## src/rtl/waterfall_arbiter.sv

```systemverilog
// Waterfall pixel RAM arbiter: LCD scan-out reads vs line-writer writes on one port, ring of ROWS+1 lines.
// Latency: read 3 clk (x/y -> ram_addr -> ram_rdata -> vid_data); write issues 1 clk after handshake.
// Backpressure: wr_ready low during visible pixels and after a line commit until the next frame-start edge.
module waterfall_arbiter #(
    parameter int COLS = 320,
    parameter int ROWS = 240,
    parameter int DW   = 8,
    parameter int AW   = 17
) (
    input  logic          clk,
    input  logic          reset,
    input  logic [8:0]    vid_x,
    input  logic [7:0]    vid_y,
    input  logic          vid_visible,
    input  logic          vid_start,
    output logic [DW-1:0] vid_data,
    input  logic          wr_valid,
    output logic          wr_ready,
    input  logic [DW-1:0] wr_data,
    input  logic          wr_last,
    output logic [AW-1:0] ram_addr,
    output logic          ram_we,
    output logic [DW-1:0] ram_wdata,
    input  logic [DW-1:0] ram_rdata,
    output logic          line_done,
    output logic          line_err
);
    localparam int RW = $clog2(ROWS + 1);
    localparam int CW = $clog2(COLS);
    localparam int MW = ((RW > 8) ? RW : 8) + 1;
    localparam logic [RW-1:0] LAST_ROW = RW'(ROWS);
    localparam logic [CW-1:0] LAST_COL = CW'(COLS - 1);

    logic [RW-1:0] head_q, head_d, head_disp_q, head_disp_d;
    logic [CW-1:0] wr_col_q, wr_col_d;
    logic          done_q, done_d;
    logic          start_q;
    logic          vis1_q, vis2_q;
    logic [DW-1:0] vid_data_q, vid_data_d;
    logic [AW-1:0] ram_addr_q, ram_addr_d;
    logic          ram_we_q;
    logic [DW-1:0] ram_wdata_q, ram_wdata_d;
    logic          line_done_q;
    logic          line_err_q, line_err_d;

    logic [RW-1:0] wr_row, rd_row;
    logic [MW-1:0] hd_m, y_m, rd_wide;
    logic [AW-1:0] rd_addr, wr_addr;
    logic          start_edge, wr_fire, col_end, commit;

    assign wr_row     = (head_q == LAST_ROW) ? '0 : head_q + RW'(1);
    assign start_edge = vid_start & ~start_q;
    assign wr_ready   = ~reset & ~vid_visible & ~done_q;
    assign wr_fire    = wr_valid & wr_ready;
    assign col_end    = (wr_col_q == LAST_COL);
    assign commit     = wr_fire & col_end;

    // Display row counts back from the frame-latched head, wrapping modulo ROWS+1.
    assign hd_m = MW'(head_disp_q);
    assign y_m  = MW'(vid_y);
    always_comb begin
        rd_wide = hd_m - y_m;
        if (hd_m < y_m) begin
            rd_wide = hd_m + MW'(ROWS + 1) - y_m;
        end
    end
    assign rd_row  = RW'(rd_wide);
    assign rd_addr = AW'(rd_row) * AW'(COLS) + AW'(vid_x);
    assign wr_addr = AW'(wr_row) * AW'(COLS) + AW'(wr_col_q);

    always_comb begin
        head_d      = commit ? wr_row : head_q;
        head_disp_d = start_edge ? head_d : head_disp_q;
        done_d      = done_q;
        if (start_edge) begin
            done_d = 1'b0;
        end else if (commit) begin
            done_d = 1'b1;
        end
        wr_col_d = wr_col_q;
        if (wr_fire) begin
            wr_col_d = (col_end || wr_last) ? '0 : wr_col_q + CW'(1);
        end
        line_err_d  = line_err_q | (wr_fire & (col_end ? ~wr_last : wr_last));
        ram_addr_d  = vid_visible ? rd_addr : (wr_fire ? wr_addr : ram_addr_q);
        ram_wdata_d = wr_fire ? wr_data : ram_wdata_q;
        vid_data_d  = vis2_q ? ram_rdata : '0;
    end

    always_ff @(posedge clk) begin
        if (reset) begin
            head_q      <= '0;
            head_disp_q <= '0;
            wr_col_q    <= '0;
            done_q      <= 1'b0;
            start_q     <= 1'b0;
            vis1_q      <= 1'b0;
            vis2_q      <= 1'b0;
            vid_data_q  <= '0;
            ram_addr_q  <= '0;
            ram_we_q    <= 1'b0;
            ram_wdata_q <= '0;
            line_done_q <= 1'b0;
            line_err_q  <= 1'b0;
        end else begin
            head_q      <= head_d;
            head_disp_q <= head_disp_d;
            wr_col_q    <= wr_col_d;
            done_q      <= done_d;
            start_q     <= vid_start;
            vis1_q      <= vid_visible;
            vis2_q      <= vis1_q;
            vid_data_q  <= vid_data_d;
            ram_addr_q  <= ram_addr_d;
            ram_we_q    <= wr_fire;
            ram_wdata_q <= ram_wdata_d;
            line_done_q <= commit;
            line_err_q  <= line_err_d;
        end
    end

    assign vid_data  = vid_data_q;
    assign ram_addr  = ram_addr_q;
    assign ram_we    = ram_we_q;
    assign ram_wdata = ram_wdata_q;
    assign line_done = line_done_q;
    assign line_err  = line_err_q;
endmodule

```

## config.mk

```make
export PLATFORM = sky130hd
export DESIGN_NAME = waterfall_arbiter
export DESIGN_NICKNAME = d
export VERILOG_FILES = /design/src/rtl/waterfall_arbiter.sv
export SDC_FILE = /design/constraint.sdc
export NUM_CORES = 1
export LEC_CHECK = 0
export BUFFER_PORTS_ARGS = -buffer_cell sky130_fd_sc_hd__buf_2
export CAP_MARGIN = 10
export CORE_UTILIZATION = 55
export CTS_CLUSTER_DIAMETER = 200
export DETAILED_ROUTE_END_ITERATION = 10
export HOLD_SLACK_MARGIN = 0.1
export PLACE_DENSITY = 0.84
export REMOVE_ABC_BUFFERS = 1
export SLEW_MARGIN = 0
export SYNTH_ARGS = -nofsm -noshare
export SYNTH_HDL_FRONTEND = slang
export SYNTH_SLANG_ARGS = --single-unit
```

## constraint.sdc

```tcl
create_clock -name clk -period 5.6 [get_ports clk]
set_clock_uncertainty 0.05 [all_clocks]
set_input_delay 0.56 -clock clk [delete_from_list [all_inputs] [get_ports clk]]
set_output_delay 0.56 -clock clk [all_outputs]
set_load 0.05 [all_outputs]
```

Word-level counts from Yosys, hierarchy flattened
Index checks and enable logic that the tools add are counted.

operators by class
  multiply operators = 2
  equality and inequality tests = 2
  order comparisons = 1
  muxes and demuxes = 7
  bitwise logic cells = 13
  $add $sub $neg = 7
  reduce and logical (&&, ||, !) cells = 4

operator list
  kind                  number
  $add 17x9->17         2
  $mux 17               2
  $mux 8                3
  $mul 8x3->11 const B  2
  $sub 8x8->8           2
  $add 9x1->9 const B   1
  $eq 9x9->1 const B    1
  $mux 9                1
  $add 8x1->8 const B   1
  $add 8x8->8 const B   1
  $eq 8x8->1 const B    1
  $lt 8x8->1            1
  $and 1x1->1           6
  $not 1->1             6
  $reduce_or 2->1       2
  $reduce_bool 2->1     1
  $logic_or 1x1->1      1
  $mux 1                1
  $or 1x1->1            1

word-level totals
  flip-flop bits (word level) = 65
  output and inout port bits = 37

Depth between registers and ports, before layout
Gate-level depths: netlist of run 1.

  word-level depth = 6
  mapped depth = 20
  mapped depth without buffers = 20

Worst setup path before layout of run 1
OpenSTA, ideal clock, no wires.

  path kind = input-to-reg
  from = in vid_y[0]
  to = reg ram_addr_q[15], in the netlist ram_addr[15]
  cell stages on the path = 18
  setup time = 0.086 ns
  setup slack = 0.717 ns
  arrival time = 4.747 ns
  cell sequence = ha_1 inv_1 fa_1 a211oi_2 o21ai_1 a31oi_1 buf_2 mux2_2 ha_1 ha_1 fa_1 xor2_1 nand2_1 nor4_1 nand3_1 xor2_1 xnor3_1 a221oi_2

on the way
  word-level cells in the longest chain between the ends = 5
  elaborated cells on any way between the ends = 7
  those cells by class = add/sub: 3; mul: 1; order compare: 1; mux: 2

RTL lines
  what                                       RTL line  RTL
  start: declaration                         13        input logic [7:0] vid_y,
  $sub 8x8->8, or another cell as far along  62        rd_wide = hd_m - y_m;
  $mux 8 *                                   63        if (hd_m < y_m) begin
  $mul 8x3->11 *                             68        assign rd_addr = AW'(rd_row) * AW'(COLS) + AW'(vid_x);
  $add 17x9->17 *                            68
  $mux 17 *                                  85        ram_addr_d = vid_visible ? rd_addr : (wr_fire ? wr_addr : ram_addr_q);
  end signal: assignment                     114       ram_addr_q <= ram_addr_d;
  end: declaration                           40        logic [AW-1:0] ram_addr_q, ram_addr_d;

Mark *: on every way between the ends. The rest lies on a longest branch, timed or not.
A chain may end at the register's enable or synchronous reset.

Worst setup path in the final report of run 1
  from = reg head_disp_q[0]
  to = reg ram_addr_q[15], in the netlist ram_addr[15]

on the way
  word-level cells in the longest chain between the ends = 6
  elaborated cells on any way between the ends = 8
  those cells by class = add/sub: 4; mul: 1; order compare: 1; mux: 2

RTL lines
  what                      RTL line  RTL
  start: declaration        34        logic [RW-1:0] head_q, head_d, head_disp_q, head_disp_d;
  start signal: assignment  107       head_disp_q <= head_disp_d;
  $add 8x8->8               64        rd_wide = hd_m + MW'(ROWS + 1) - y_m;
  $sub 8x8->8               64
  $mux 8 *                  63
  $mul 8x3->11 *            68
  $add 17x9->17 *           68
  $mux 17 *                 85

Marks and branches as above.

==> flow_summary.json, run 1 <==
{
  "hold_buffers": 0,
  "status": "finished, final reports clean",
  "synth_most_common_cell": "dfxtp_1",
  "ys_warn_count": 0,
  "clk_pin_slew_ns": 0.08,
  "vias": 4155,
  "finalHoldViolations": 0,
  "n_antenna_cell": 0,
  "timing.final.crit_share": 0.895,
  "areaGrowthSynthToFinish_pct": 13.7,
  "grt_pass1_wl_um": 17500,
  "dieWidth_um": 93.2,
  "cts.sinks": 65,
  "crit_type": "flip-flop to flip-flop",
  "ys_types": 65,
  "cp-end-kind": "flip-flop",
  "synthFlopType": "dfxtp_1",
  "yosysSeqAreaShare": 0.284,
  "slew_headroom": 0.446,
  "p_leak_uw": 0.00241,
  "post-cts-setup-buffer-count": 0,
  "maxCapViolCount": 0,
  "r2r_setup_slack_ns": 0.59,
  "syn_area_mm2": 0.00458,
  "first_global_vias": 3897,
  "synth_area_per_cell_um2": 8.23,
  "grt_use_total": 0.255,
  "synth-seq-cells": 65,
  "drt-vias-per-instance": 5.68,
  "yosys-top-cells-count": "dfxtp_1, nand2_1, ha_1, nor2_1, a21oi_1",
  "ys_top_cells_by_area": "dfxtp_1, ha_1, xnor2_1",
  "die-area_mm2": 0.00869,
  "die_h_um": 93.2,
  "cts_root_buf": "clkbuf_8",
  "overflow": 0,
  "fin_setup_tns_ns": 0,
  "start_kind": "flip-flop",
  "syn_inst": 556,
  "powerDensity_mw_per_mm2": 318,
  "start_util": 0.580,
  "grt_use_met2": 0.447,
  "worst_pin_slew_ns": 0.831,
  "htreeDepth": 3,
  "drv_slew": 0,
  "min_path_type": "input port to flip-flop",
  "numCtsBuffers": 9,
  "drt_iter0_markers": 204,
  "synth_top_area_cell": "dfxtp_1",
  "drive_gt1_frac": 0.178,
  "cts_tree": "built",
  "ioPinCount": 76,
  "fmax_ghz": 0.199,
  "wl_per_cell_um": 14.5,
  "cts_resized": 0,
  "gr-max-usage-layer": "met2",
  "portBuffers": 75,
  "rsz0062_at_grt": "no",
  "yosysTopAreaCellShare": 0.284,
  "drc_errors": 0,
  "synth_edf_count": 0,
  "grt_use_met1": 0.313,
  "core_region_area_mm2": 0.00789,
  "clk_path_buf_depth": 2,
  "insertion_delay_ns": 0.35,
  "antenna_found_initial": 0,
  "ir_worst_vdd_mv": 0.153,
  "final_nets": 722,
  "row_count": 32,
  "grtUsageMet3": 0.0398,
  "cp.required_ns": 5.81,
  "setup_viol": 0,
  "arrival_ns": 5.22,
  "firstDrtPassIters": 4,
  "gp_congestion": 0.887,
  "holdWs_ns": 0.353,
  "wirelength_um": 10600,
  "final_util": 0.660,
  "grt_max_degree": 44,
  "final.min_clock_period_ns": 5.01,
  "hpwlAfterDp_um": 8050,
  "cp_max_fo": 13,
  "synthArstFlopShare": 0,
  "ant_nets": 0
}
through the flow:
stage | cell area, µm² | total power [µW] | std cells | worst slack [ns]
detailed placement | 5000 | 1240 | 715 | 0.352
CTS | 5200 | 1660 | 731 | 0.617
global route | 5200 | 1770 | 731 | 0.179
global placement | 5000 | 1220 | 715 | 0.552
floorplan | 4480 | 1090 | 535 | 0.516
finish | 5200 | 1650 | 731 | 0.587
sequential cells by signal, indices dropped and copies added, names as in the netlist, 8 cells and up:
| name | flops |
|---|---|
| wr_col_q | 9 |
| head_disp_q | 8 |
| ram_addr | 17 |
| ram_wdata | 8 |
| head_q | 8 |
| vid_data | 8 |
path summary, 6_finish.rpt:
| check | depth (start not counted) | endpoint | start |
|---|---|---|---|
| min reg2reg | 2 | ram_addr[5]$_SDFFE_PP0P_ | ram_addr[5]$_SDFFE_PP0P_ |
| min | 2 | vid_data[2]$_SDFF_PP0_ | ram_rdata[2] |
| max reg2reg | 19 | ram_addr[15]$_SDFFE_PP0P_ | head_disp_q[0]$_SDFFE_PP0P_ |
| max | 19 | ram_addr[15]$_SDFFE_PP0P_ | head_disp_q[0]$_SDFFE_PP0P_ |
per-layer routing:
layer | share of wire | up-vias
met5 | 0 | -
met4 | 0.014 | 0
met3 | 0.051 | 20
met2 | 0.50 | 108
met1 | 0.43 | 1936
li1 | - | 2091
worst max-delay path, stage by stage (launching register included):
cell and delay, ns:
dfxtp_1 0.33, inv_1 0.06, ha_1 0.15, inv_1 0.06, fa_1 0.44, a211oi_2 0.27
o21ai_1 0.13, a31oi_1 0.18, buf_4 0.22, mux2_2 0.40, ha_1 0.29, ha_1 0.24
fa_1 0.42, xor2_1 0.26, nand2_1 0.10, nor4_1 0.45, nand3_1 0.18, xor2_1 0.18
xnor3_1 0.24, a221oi_2 0.27
placed cells by master (no fill, tap or decap), types with 5 or more instances in the layout:
cell type,count
xnor2_1,27
fa_1,5
a21o_1,7
nor3_1,17
a211o_1,5
inv_1,35
o22a_1,7
nor2_1,54
nand2_1,56
nand3_1,13
xor2_1,15
buf_2,75
nand2b_1,5
a21oi_1,40
dfxtp_1,65
and2_1,9
nand4_1,9
ha_1,54
clkbuf_8,9
o21ai_0,21
nor2b_1,13
a211oi_1,11
report_power, final:
| part | total [µW] | leakage (µW) | internal (µW) | switching [µW] |
|---|---|---|---|---|
| Sequential | 516 | 0.000531 | 496 | 19.8 |
| Combinational | 719 | 0.00178 | 279 | 440 |
| Clock | 419 | 0.000105 | 210 | 208 |
final cells by class:
cell class | count | area, µm²
inverters | 36 | 136
clock buffers | 9 | 124
multi-input cells | 434 | 3040
well taps | 102 | 128
repair buffers | 78 | 398
flip-flops and latches | 65 | 1300
fillers | 670 | 2680
clock inverters | 7 | 77.6
logic make-up (layout without fill, tap and decap cells):
kind of cell | Yosys count | count (layout) | share of synthesized area
AO/OA/AOI/OAI | 127 | 127 | 0.188
XOR/XNOR | 43 | 43 | 0.0853
adder cells (fa/ha/maj) | 59 | 59 | 0.169
buffers and inverters | 57 | 130 | 0.0517
flip-flops | 65 | 65 | 0.284
multiplexers | 2 | 2 | 0.00465
AND/OR/NAND/NOR | 203 | 203 | 0.216
No activity file was read; power rests on OpenSTA's default activity.
==> run 2, diff against run 1 <==
CORE_UTILIZATION = 52   (was 55)
PLACE_DENSITY = 0.81   (was 0.84)
==> run 2 against run 1 <==
Combinational power rose by 0.8%. Non-clock buffer count did not move. Via count fell by 1.1%. Wire length fell by 2.3%. Fmax fell by 2.8%. Critical path type unchanged. Highest routed layer unchanged.
==> flow_summary.json, run 2 (synthesis results as in run 1) <==
{
  "status": "finished, final reports clean",
  "antenna_found_initial": 0,
  "cts_resized": 0,
  "p_leak_uw": 0.00241,
  "r2r-start": "head_disp_q[0]$_SDFFE_PP0P_",
  "r2r_cells": 18,
  "htreeDepth": 3,
  "drt-vias-per-instance": 5.60,
  "cp_max_fo": 6,
  "core_region_area_mm2": 0.00838,
  "drt_iter0_markers": 175,
  "powerDensity_mw_per_mm2": 318,
  "post-cts-setup-buffer-count": 0,
  "clk_path_buf_depth": 2,
  "dieWidth_um": 95.8,
  "crit_type": "flip-flop to flip-flop",
  "final_common_cell": "buf_2",
  "multiInputGateArea_mm2": 0.00304,
  "setup_viol": 0,
  "finalHoldViolations": 0,
  "grt_max_degree": 44,
  "portBuffers": 75,
  "setup_ws_ns": 0.441,
  "drv_slew": 0,
  "wirelength_um": 10400,
  "regArea_mm2": 0.00130,
  "fin_setup_tns_ns": 0,
  "die_h_um": 95.8,
  "arrival_ns": 5.36,
  "reg2reg_to": "ram_addr[15]$_SDFFE_PP0P_",
  "drc_errors": 0,
  "holdCritStartpoint": "ram_rdata[4]",
  "overflow": 0,
  "start_kind": "flip-flop",
  "cp-end-kind": "flip-flop",
  "hold_path_depth": 2,
  "final_nets": 722,
  "r2r_setup_slack_ns": 0.44,
  "finalPower_uw": 1660,
  "grt_pass1_wl_um": 16800,
  "drive_gt1_frac": 0.178,
  "first_global_vias": 3764,
  "ant_nets": 0,
  "start_util": 0.546,
  "fmax_ghz": 0.194,
  "die-area_mm2": 0.00918,
  "vias": 4109,
  "cts_root_buf": "clkbuf_8",
  "timing.final.crit_share": 0.921,
  "areaGrowthSynthToFinish_pct": 13.8,
  "holdWs_ns": 0.358,
  "nFillCells": 718,
  "final.min_clock_period_ns": 5.16,
  "cp.required_ns": 5.80,
  "pre_cts_slack_ns": 0.125,
  "wl_per_cell_um": 14.1,
  "worst_pin_slew_ns": 0.812,
  "hpwlAfterDp_um": 8070,
  "worstHoldEndpoint": "vid_data[4]$_SDFF_PP0_",
  "slew_headroom": 0.459,
  "firstDrtPassIters": 5,
  "rsz0062_at_grt": "no",
  "n_antenna_cell": 0,
  "cts_tree": "built",
  "grt_use_total": 0.235,
  "largest_reg_flops": 17,
  "hold_buffers": 0,
  "maxCapViolCount": 0,
  "numCtsBuffers": 9,
  "ioPinCount": 76,
  "mostFrequentLayoutCells": "buf_2, dfxtp_1, nand2_1",
  "insertion_delay_ns": 0.35,
  "cts.sinks": 65,
  "ir_worst_vdd_mv": 0.126,
  "clk_pin_slew_ns": 0.08,
  "gp_congestion": 0.861,
  "min_path_type": "input port to flip-flop",
  "row_count": 33
}
run 2: layout make-up:
type                       instances  share of cell area
multi-input combinational        434               0.583
tap                              105              0.0252
inverter                          36              0.0262
sequential                        65               0.250
clock inverter                     6              0.0125
timing repair buffer              78              0.0764
clock buffer                      10              0.0264
run 2: worst max-delay path by stage:
stage / from / to / cells past startpoint / slack, ns
after floorplan: vid_y[0] / ram_addr[15]$_SDFFE_PP0P_ / 17 / 0.52
after global placement: vid_y[0] / ram_addr[15]$_SDFFE_PP0P_ / 18 / 0.40
after detailed placement: vid_y[0] / ram_addr[15]$_SDFFE_PP0P_ / 18 / 0.12
after CTS: head_disp_q[0]$_SDFFE_PP0P_ / ram_addr[15]$_SDFFE_PP0P_ / 18 / 0.42
after global routing: head_disp_q[0]$_SDFFE_PP0P_ / ram_addr[15]$_SDFFE_PP0P_ / 19 / 0.13
final: head_disp_q[0]$_SDFFE_PP0P_ / ram_addr[15]$_SDFFE_PP0P_ / 18 / 0.44
run 2: worst max-delay path: stages (launching register included):
cell and delay, ns:
dfxtp_1 0.32, inv_1 0.06, ha_1 0.16, inv_1 0.06, fa_1 0.43, a211oi_2 0.25, o21ai_1 0.13, a31oi_1 0.50
mux2_2 0.45, ha_1 0.29, ha_1 0.24, fa_1 0.42, xor2_1 0.24, nand2_1 0.11, nor4_1 0.48, nand3_1 0.17
xor2_1 0.19, xnor3_1 0.25, a221oi_2 0.26
run 2: routing by layer:
metal,vias up,GRT usage,wire length (µm)
met1,1912,0.298,4630
met2,93,0.394,4970
met3,20,0.0466,608
met4,0,0.0871,174
li1,2084,-,-
met5,-,0,0
run 2: report_power, final:
| part | total, µW | switching (µW) | internal [µW] | leakage (µW) |
|---|---|---|---|---|
| Sequential | 516 | 20.4 | 496 | 0.000531 |
| Combinational | 725 | 445 | 280 | 0.00178 |
| Clock | 416 | 198 | 219 | 0.000103 |
run 2: through the flow:
stage / utilization / instances / area (µm²)
6_report: 0.621 / 734 / 5210
5_1_grt: 0.621 / 734 / 5210
4_1_cts: 0.621 / 734 / 5210
3_5_place_dp: 0.597 / 718 / 5010
3_3_place_gp: 0.597 / 718 / 5010
2_1_floorplan: - / 535 / 4480
